===== config.mk =====
export PLATFORM = sky130hd
export DESIGN_NAME = mem_xfer_ctrl
export DESIGN_NICKNAME = d
export VERILOG_FILES = /design/src/rtl/mem_xfer_ctrl.sv
export SDC_FILE = /design/constraint.sdc
export NUM_CORES = 1
export LEC_CHECK = 0
export ABC_CLOCK_PERIOD_IN_PS = 1800
export BUFFER_PORTS_ARGS = -buffer_cell sky130_fd_sc_hd__buf_2
export CORE_AREA = 2 2 62 64
export DETAILED_ROUTE_END_ITERATION = 6
export DIE_AREA = 0 0 64 66
export GPL_ROUTABILITY_DRIVEN = 0
export PLACE_DENSITY = 0.77
export RECOVER_POWER = 50
export SETUP_SLACK_MARGIN = 0.05
export SYNTH_ARGS = -nofsm -noshare
export SYNTH_HDL_FRONTEND = slang
export SYNTH_SLANG_ARGS = --single-unit

===== constraint.sdc =====
create_clock -name clk -period 1.8 [get_ports clk]
set_input_delay 0 -clock clk [delete_from_list [all_inputs] [get_ports clk]]
set_output_delay 0 -clock clk [all_outputs]
set_load 0.05 [all_outputs]

===== src/rtl/mem_xfer_ctrl.sv =====
// -----------------------------------------------------------------------------
// mem_xfer_ctrl
//
// Sequences a block transfer: for each word i in [0, len) it reads two source
// memories at src_base+i (shared address), waits one cycle for their
// synchronous read data, captures the external adder result ADDOut, and writes
// that sum to the destination memory at dst_base+i. Addresses wrap modulo
// 2^AW and the sum wraps modulo 2^DW (the adder has no carry out).
//
// Ports
//   clk, rst        single clock, synchronous active-high reset
//   start           transfer request, only looked at in IDLE
//   src_base        first read address  (captured with start)
//   dst_base        first write address (captured with start)
//   len             word count          (captured with start, 0 = no words)
//   ADDOut          combinational sum of the two source memory outputs
//   RdEn, RdAddr    read strobe / shared read address to both source memories
//   WrEn, WrAddr    write strobe / address to the destination memory
//   DIn             destination write data
//   busy            high in every state except IDLE
//   done            one-cycle completion pulse
//   dbg_state       current FSM state encoding, for observation only
//
// Handshake: there is no ready/valid back-pressure. A transfer is accepted on
// any clock edge where the block is in IDLE and start=1; the parameters are
// captured on that same edge and later changes on the inputs (including
// further start pulses) are ignored until the block is back in IDLE.
//
// Every word takes exactly three cycles (READ, WAIT, WRITE), so done appears
// in cycle 3*len+1 after the accepting edge (cycle 1 for len=0).
// -----------------------------------------------------------------------------
module mem_xfer_ctrl #(
  parameter int AW = 4,
  parameter int DW = 8
) (
  input  logic          clk,
  input  logic          rst,
  input  logic          start,
  input  logic [AW-1:0] src_base,
  input  logic [AW-1:0] dst_base,
  input  logic [AW-1:0] len,
  input  logic [DW-1:0] ADDOut,
  output logic          RdEn,
  output logic [AW-1:0] RdAddr,
  output logic          WrEn,
  output logic [AW-1:0] WrAddr,
  output logic [DW-1:0] DIn,
  output logic          busy,
  output logic          done,
  output logic [2:0]    dbg_state
);

  typedef enum logic [2:0] {
    S_IDLE  = 3'd0,
    S_READ  = 3'd1,
    S_WAIT  = 3'd2,
    S_WRITE = 3'd3,
    S_DONE  = 3'd4
  } state_t;

  localparam logic [AW-1:0] ONE_AW = {{(AW-1){1'b0}}, 1'b1};

  state_t        state_q, state_d;
  logic [AW-1:0] src_q,   src_d;
  logic [AW-1:0] dst_q,   dst_d;
  logic [AW-1:0] len_q,   len_d;
  logic [AW-1:0] idx_q,   idx_d;
  logic [DW-1:0] sum_q,   sum_d;

  // Word index of the last word; only meaningful while len_q != 0, which is
  // guaranteed whenever the FSM is in READ/WAIT/WRITE.
  logic          last_word;
  assign last_word = (idx_q == (len_q - ONE_AW));

  // ---------------------------------------------------------------------------
  // State and datapath registers
  // ---------------------------------------------------------------------------
  always_ff @(posedge clk) begin
    if (rst) begin
      state_q <= S_IDLE;
      src_q   <= '0;
      dst_q   <= '0;
      len_q   <= '0;
      idx_q   <= '0;
      sum_q   <= '0;
    end else begin
      state_q <= state_d;
      src_q   <= src_d;
      dst_q   <= dst_d;
      len_q   <= len_d;
      idx_q   <= idx_d;
      sum_q   <= sum_d;
    end
  end

  // ---------------------------------------------------------------------------
  // Next-state and datapath updates
  // ---------------------------------------------------------------------------
  always_comb begin
    state_d = state_q;
    src_d   = src_q;
    dst_d   = dst_q;
    len_d   = len_q;
    idx_d   = idx_q;
    sum_d   = sum_q;

    unique case (state_q)
      S_IDLE: begin
        if (start) begin
          src_d   = src_base;
          dst_d   = dst_base;
          len_d   = len;
          idx_d   = '0;
          state_d = (len != '0) ? S_READ : S_DONE;
        end
      end
      S_READ: begin
        state_d = S_WAIT;
      end
      S_WAIT: begin
        // Source memories present data this cycle; ADDOut is their sum.
        sum_d   = ADDOut;
        state_d = S_WRITE;
      end
      S_WRITE: begin
        if (last_word) begin
          state_d = S_DONE;
        end else begin
          idx_d   = idx_q + ONE_AW;
          state_d = S_READ;
        end
      end
      S_DONE: begin
        state_d = S_IDLE;
      end
      default: begin
        state_d = S_IDLE;
      end
    endcase
  end

  // ---------------------------------------------------------------------------
  // Outputs: decoded from state and registers only, so nothing on start or
  // ADDOut can reach an output in the same cycle. Address/data buses are held
  // at zero outside their strobe state to keep them quiet and reset-clean.
  // ---------------------------------------------------------------------------
  always_comb begin
    RdEn   = 1'b0;
    RdAddr = '0;
    WrEn   = 1'b0;
    WrAddr = '0;
    DIn    = '0;
    busy   = (state_q != S_IDLE);
    done   = (state_q == S_DONE);

    if (state_q == S_READ) begin
      RdEn   = 1'b1;
      RdAddr = src_q + idx_q;
    end

    if (state_q == S_WRITE) begin
      WrEn   = 1'b1;
      WrAddr = dst_q + idx_q;
      DIn    = sum_q;
    end
  end

  assign dbg_state = state_q;

endmodule


Yosys cells after proc, flatten, opt, wreduce, memory -nomap -nowiden --
Index checks and enable logic that the tools add are counted.
Storage, ports and cells: input bits 23, latch bits 0, bits in registers 27, word-level logic and storage cells 35, RAM bits 0, ROM bits 0, output and inout bits 23, memories 0
Cells by class: shift-type cells 0, divide/modulo/power cells 0, magnitude comparators 0, bitwise gates (word level) 0, multiply operators 0, reduce and logical (&&, ||, !) cells 6, eq/ne operators 7, mux-type cells 12, add/sub/neg operators 4
Operators with widths (count):
- 4-bit two-way mux | 4
- 3-bit case mux with 4 select lines | 1
- 3-bit two-way mux | 3
- 4-bit adder | 2
- 8-bit two-way mux | 1
- 4-bit case mux with 2 select lines | 1
- 3-bit by 2-bit == test with 1-bit output (second input constant) | 2
- 4-bit by 1-bit adder with 4-bit output (second input constant) | 1
- 4-bit == test | 1
- 2-bit != test (second input constant) | 2
- 4-bit nonzero test | 1
- 4-bit by 1-bit subtractor with 4-bit output (second input constant) | 1
- 3-bit by 1-bit == test with 1-bit output (second input constant) | 1
- 3-bit == test (second input constant) | 1
- 3-bit logical NOT | 1
- 3-bit AND reduction | 1
- 3-bit nonzero test | 1
- 1-bit two-way mux | 2
- 2-bit AND reduction | 1
- 2-bit nonzero test | 1

Longest topological paths before layout --
word-level depth 4, gate-level depth with buffers 6, depth with buffers taken out 6

Worst setup path after synthesis --
Ideal clock, no wire load.
kind reg-to-output, start point register state_q[0] (netlist: dbg_state[0]), end point output port DIn[0], data arrival time 2.282 ns, setup slack -0.482 ns, stages on the path, launching flop included 6, required time 1.800 ns, cells stage by stage dfxtp_1 > buf_2 > nand3b_4 > inv_1 > clkbuf_1 > and2_1
On the way: word-level cells in the longest chain between the ends 2
Ends and longest elaborated chain:
- start, declared | RTL line 63 | state_t state_q, state_d;
- start signal, assigned | RTL line 87 | state_q <= state_d;
- 3-bit by 2-bit == test with 1-bit output | RTL line 161 | if (state_q == S_WRITE) begin
- 8-bit two-way mux | RTL line 161
- end, declared | RTL line 47 | output logic [DW-1:0] DIn,
No other way between the ends.

Worst setup path in the final report --
start point register idx_q[0], end point output port RdAddr[2]
On the way: word-level cells in the longest chain between the ends 2
Ends and longest elaborated chain:
- start, declared | RTL line 67 | logic [AW-1:0] idx_q, idx_d;
- start signal, assigned | RTL line 91 | idx_q <= idx_d;
- 4-bit adder | RTL line 158 | RdAddr = src_q + idx_q;
- 4-bit two-way mux | RTL line 156 | if (state_q == S_READ) begin
- end, declared | RTL line 44 | output logic [AW-1:0] RdAddr,
No other way between the ends.

==> results.cfg <==
[status]
status = complete, no violations

[hold_path]
whs_path_depth = 2
hold_end = sum_q[5]
hold_start = rst
holdCritPathClass = input pin to flip-flop

[timing]
max_freq_ghz = 0.573
hold_viol = 0
tightest_slew_ps = 598
final-setup-viol-count = 0
period_minus_slack_ps = 1750
maxSlewViolCount = 0
setup_tns_ps = 0
finalCritPeriodShare_pct = 97.0
fin_skew_ps = 3.89
relSlewSlack_pct = 60.3
rsz0062_at_grt = yes

[floorplanning]
rows = 22
ios = 46
die_w_um = 64
initial_core_util_pct = 44.8
die_h_um = 66
core_area_um2 = 3550
dieArea_um2 = 4220

[synthesis]
synthFlopType = dfxtp_1
synth.avg_cell_area_um2 = 8.47
ys_seq_area_share_pct = 34.0
yosys_warnings = 0
synth.distinct_cells = 39
yosys-top-cells-area = dfxtp_1 (34%), nand2_1 (6.4%), ha_1 (6.3%)
async_reset_ff_share_pct = 0
synth-edff-count = 0
synthCells = 188
yosysTopAreaCell = dfxtp_1
synth_top_area_share_pct = 34.0
syn-num-nets = 221
synthTopCellsByCount = dfxtp_1 (27), nand2_1 (27), nor2_1 (18)
ys_seq_elements = 27
netlist_area_um2 = 1590

[clock_tree]
root_buffer = clkbuf_4
clk_pin_slew_ps = 150
cts_tree = done
cts_buffers = 3
clk_path_buf_depth = 2
numClockSinks = 27
clock_latency_ps = 340
cts_max_level = 1

[power]
leakage_nw = 1.00
switchingPower_uw = 620
total_power_mw = 1.60
vdd_ir_drop_max_v = 0.000509
combinationalPowerShare_pct = 37.6
p_clk_share_pct = 17.2
powerDensity_nw_per_um2 = 684
sw_frac_of_total_pct = 38.7
internal_power_uw = 983
seq_power_share_pct = 45.1

[worst_setup_path]
r2r_start = dbg_state[0]
required_ps = 1800
path_class = flip-flop to output port
cp-end-kind = output port
r2r_cells = 4
reg2reg_to = idx_q[2]
crit_arrival_ps = 1750
r2r_slack_ps = 110
critPathLaunchType = flip-flop
cp_max_fo = 3

[cells_and_area]
regArea_um2 = 568
area.growth.synth_to_final_pct = 47.3
num_antenna_cells = 0
fill_cells = 260
final_layout_size_suffix_gt1_share_pct = 39.2
multi_input_area_um2 = 1080
nNetsFinal = 294

[route]
drt_pre_antenna_iters = 4
drt_iter0_markers = 24
final_antenna_net_count = 0
routed_via_density = 5.09
wl_per_cell_um = 14.4
dr_total_vias = 1569
drc = 0
wl_um = 4450

[grt]
grt_use_total_pct = 20.4
antenna_found_initial = 0
grt_overflow = 0
grt_first_pass_wirelength_um = 6870
grt_pass1_vias = 1555
grt_max_degree = 28

[placed_design]
detailed_place_hpwl_um = 2620
portBuffers = 45

[flow_run]
drv_cap = 0
logic make-up after synthesis:
family / synth area share [%]
and+or+nand+nor: 26.9
buffers and inverters: 6.84
xor gates and xnor gates: 7.55
AOI/OAI and AO/OA: 10.3
muxes: 5.66
adders and majority gates: 8.81
DFF: 34.0
cell type report:
cell class / count / share of cell area (%)
inverter: 13 / 2.24
sequential: 27 / 24.2
timing repair buffer: 78 / 23.4
clock buffer: 3 / 0.961
multi-input combinational: 137 / 46.1
clock inverter: 1 / 0.213
timing repair inverter: 1 / 0.320
tap: 48 / 2.56
worst max-delay path: stages, from the launching register on:
cell	delay, ps
dfxtp_4	410
ha_4	130
inv_1	50
fa_2	340
xor2_1	180
nor2_2	130
buf_6	170
repair_timing:
action                                  CTS  global route
gates cloned                              0             1
endpoints found under the setup margin    6            17
setup buffers                             2             3
pin swaps                                 2            11
endpoints found under the hold margin    20             0
gates resized for setup                  20            23
hold buffers                             20             0
placed cells by master (no fill, tap or decap), types with 2 or more instances in the layout:
cell	count
xor2_1	3
clkbuf_4	3
nor2_2	4
nor3_1	4
nand4_1	2
ha_4	6
o211ai_1	2
clkinvlp_4	2
buf_6	6
dfxtp_4	5
xnor2_1	6
clkbuf_1	6
a21oi_1	15
and2_2	8
or3_1	3
a21o_1	2
dlygate4sd3_1	20
nand3_1	3
ha_1	2
xnor2_2	2
inv_1	12
nand2_1	27
dfxtp_1	15
buf_2	33
fa_2	2
buf_4	11
dfxtp_2	7
nor2_1	14
clkbuf_2	2
nor2b_1	2
a21oi_2	2
mux2i_1	9
power by group through the flow:
stage,combinational [mW],sequential (mW),clock (mW)
after CTS,0.565,0.712,0.280
after detailed placement,0.516,0.728,0
after global routing,0.652,0.733,0.312
after global placement,0.508,0.726,0
after floorplan,0.397,0.727,0
final,0.603,0.724,0.276
through the flow:
step	instances	cell area (µm²)	hold WS, ps	util [%]	setup slack (ps)
6_report	308	2340	87.2	66.0	54.6
5_1_grt	308	2340	125	66.0	1.20
3_5_place_dp	278	1920	246	54.1	126
2_1_floorplan	188	1650	136	-	17.7
4_1_cts	304	2210	93.9	62.4	50.5
3_3_place_gp	278	1920	233	54.1	156
how the worst max path moves through the flow:
stage,start,depth (start not counted),end,slack [ps]
6_report,idx_q[0],6,RdAddr[2],50
5_1_grt,idx_q[0],6,RdAddr[2],1
4_1_cts,idx_q[1],6,WrAddr[3],50
3_5_place_dp,len_q[1],6,idx_q[2],130
3_3_place_gp,len_q[1],6,idx_q[2],160
2_1_floorplan,dbg_state[0],5,DIn[0],20
per-layer routing:
| metal | track usage, % | part of all wire (%) | routed length (µm) |
|---|---|---|---|
| met1 | 23.9 | 41 | 1810 |
| met2 | 39.5 | 53 | 2380 |
| met3 | 1.87 | 3.3 | 148 |
| met4 | 4.89 | 2.5 | 112 |
| met5 | 0 | 0 | 0 |
flip-flops by register name, indices dropped and copies added (netlist names):
signal / flops
dbg_state: 3
idx_q: 4
src_q: 4
sum_q: 8
len_q: 4
dst_q: 4
No activity file was read; power rests on OpenSTA's default activity.
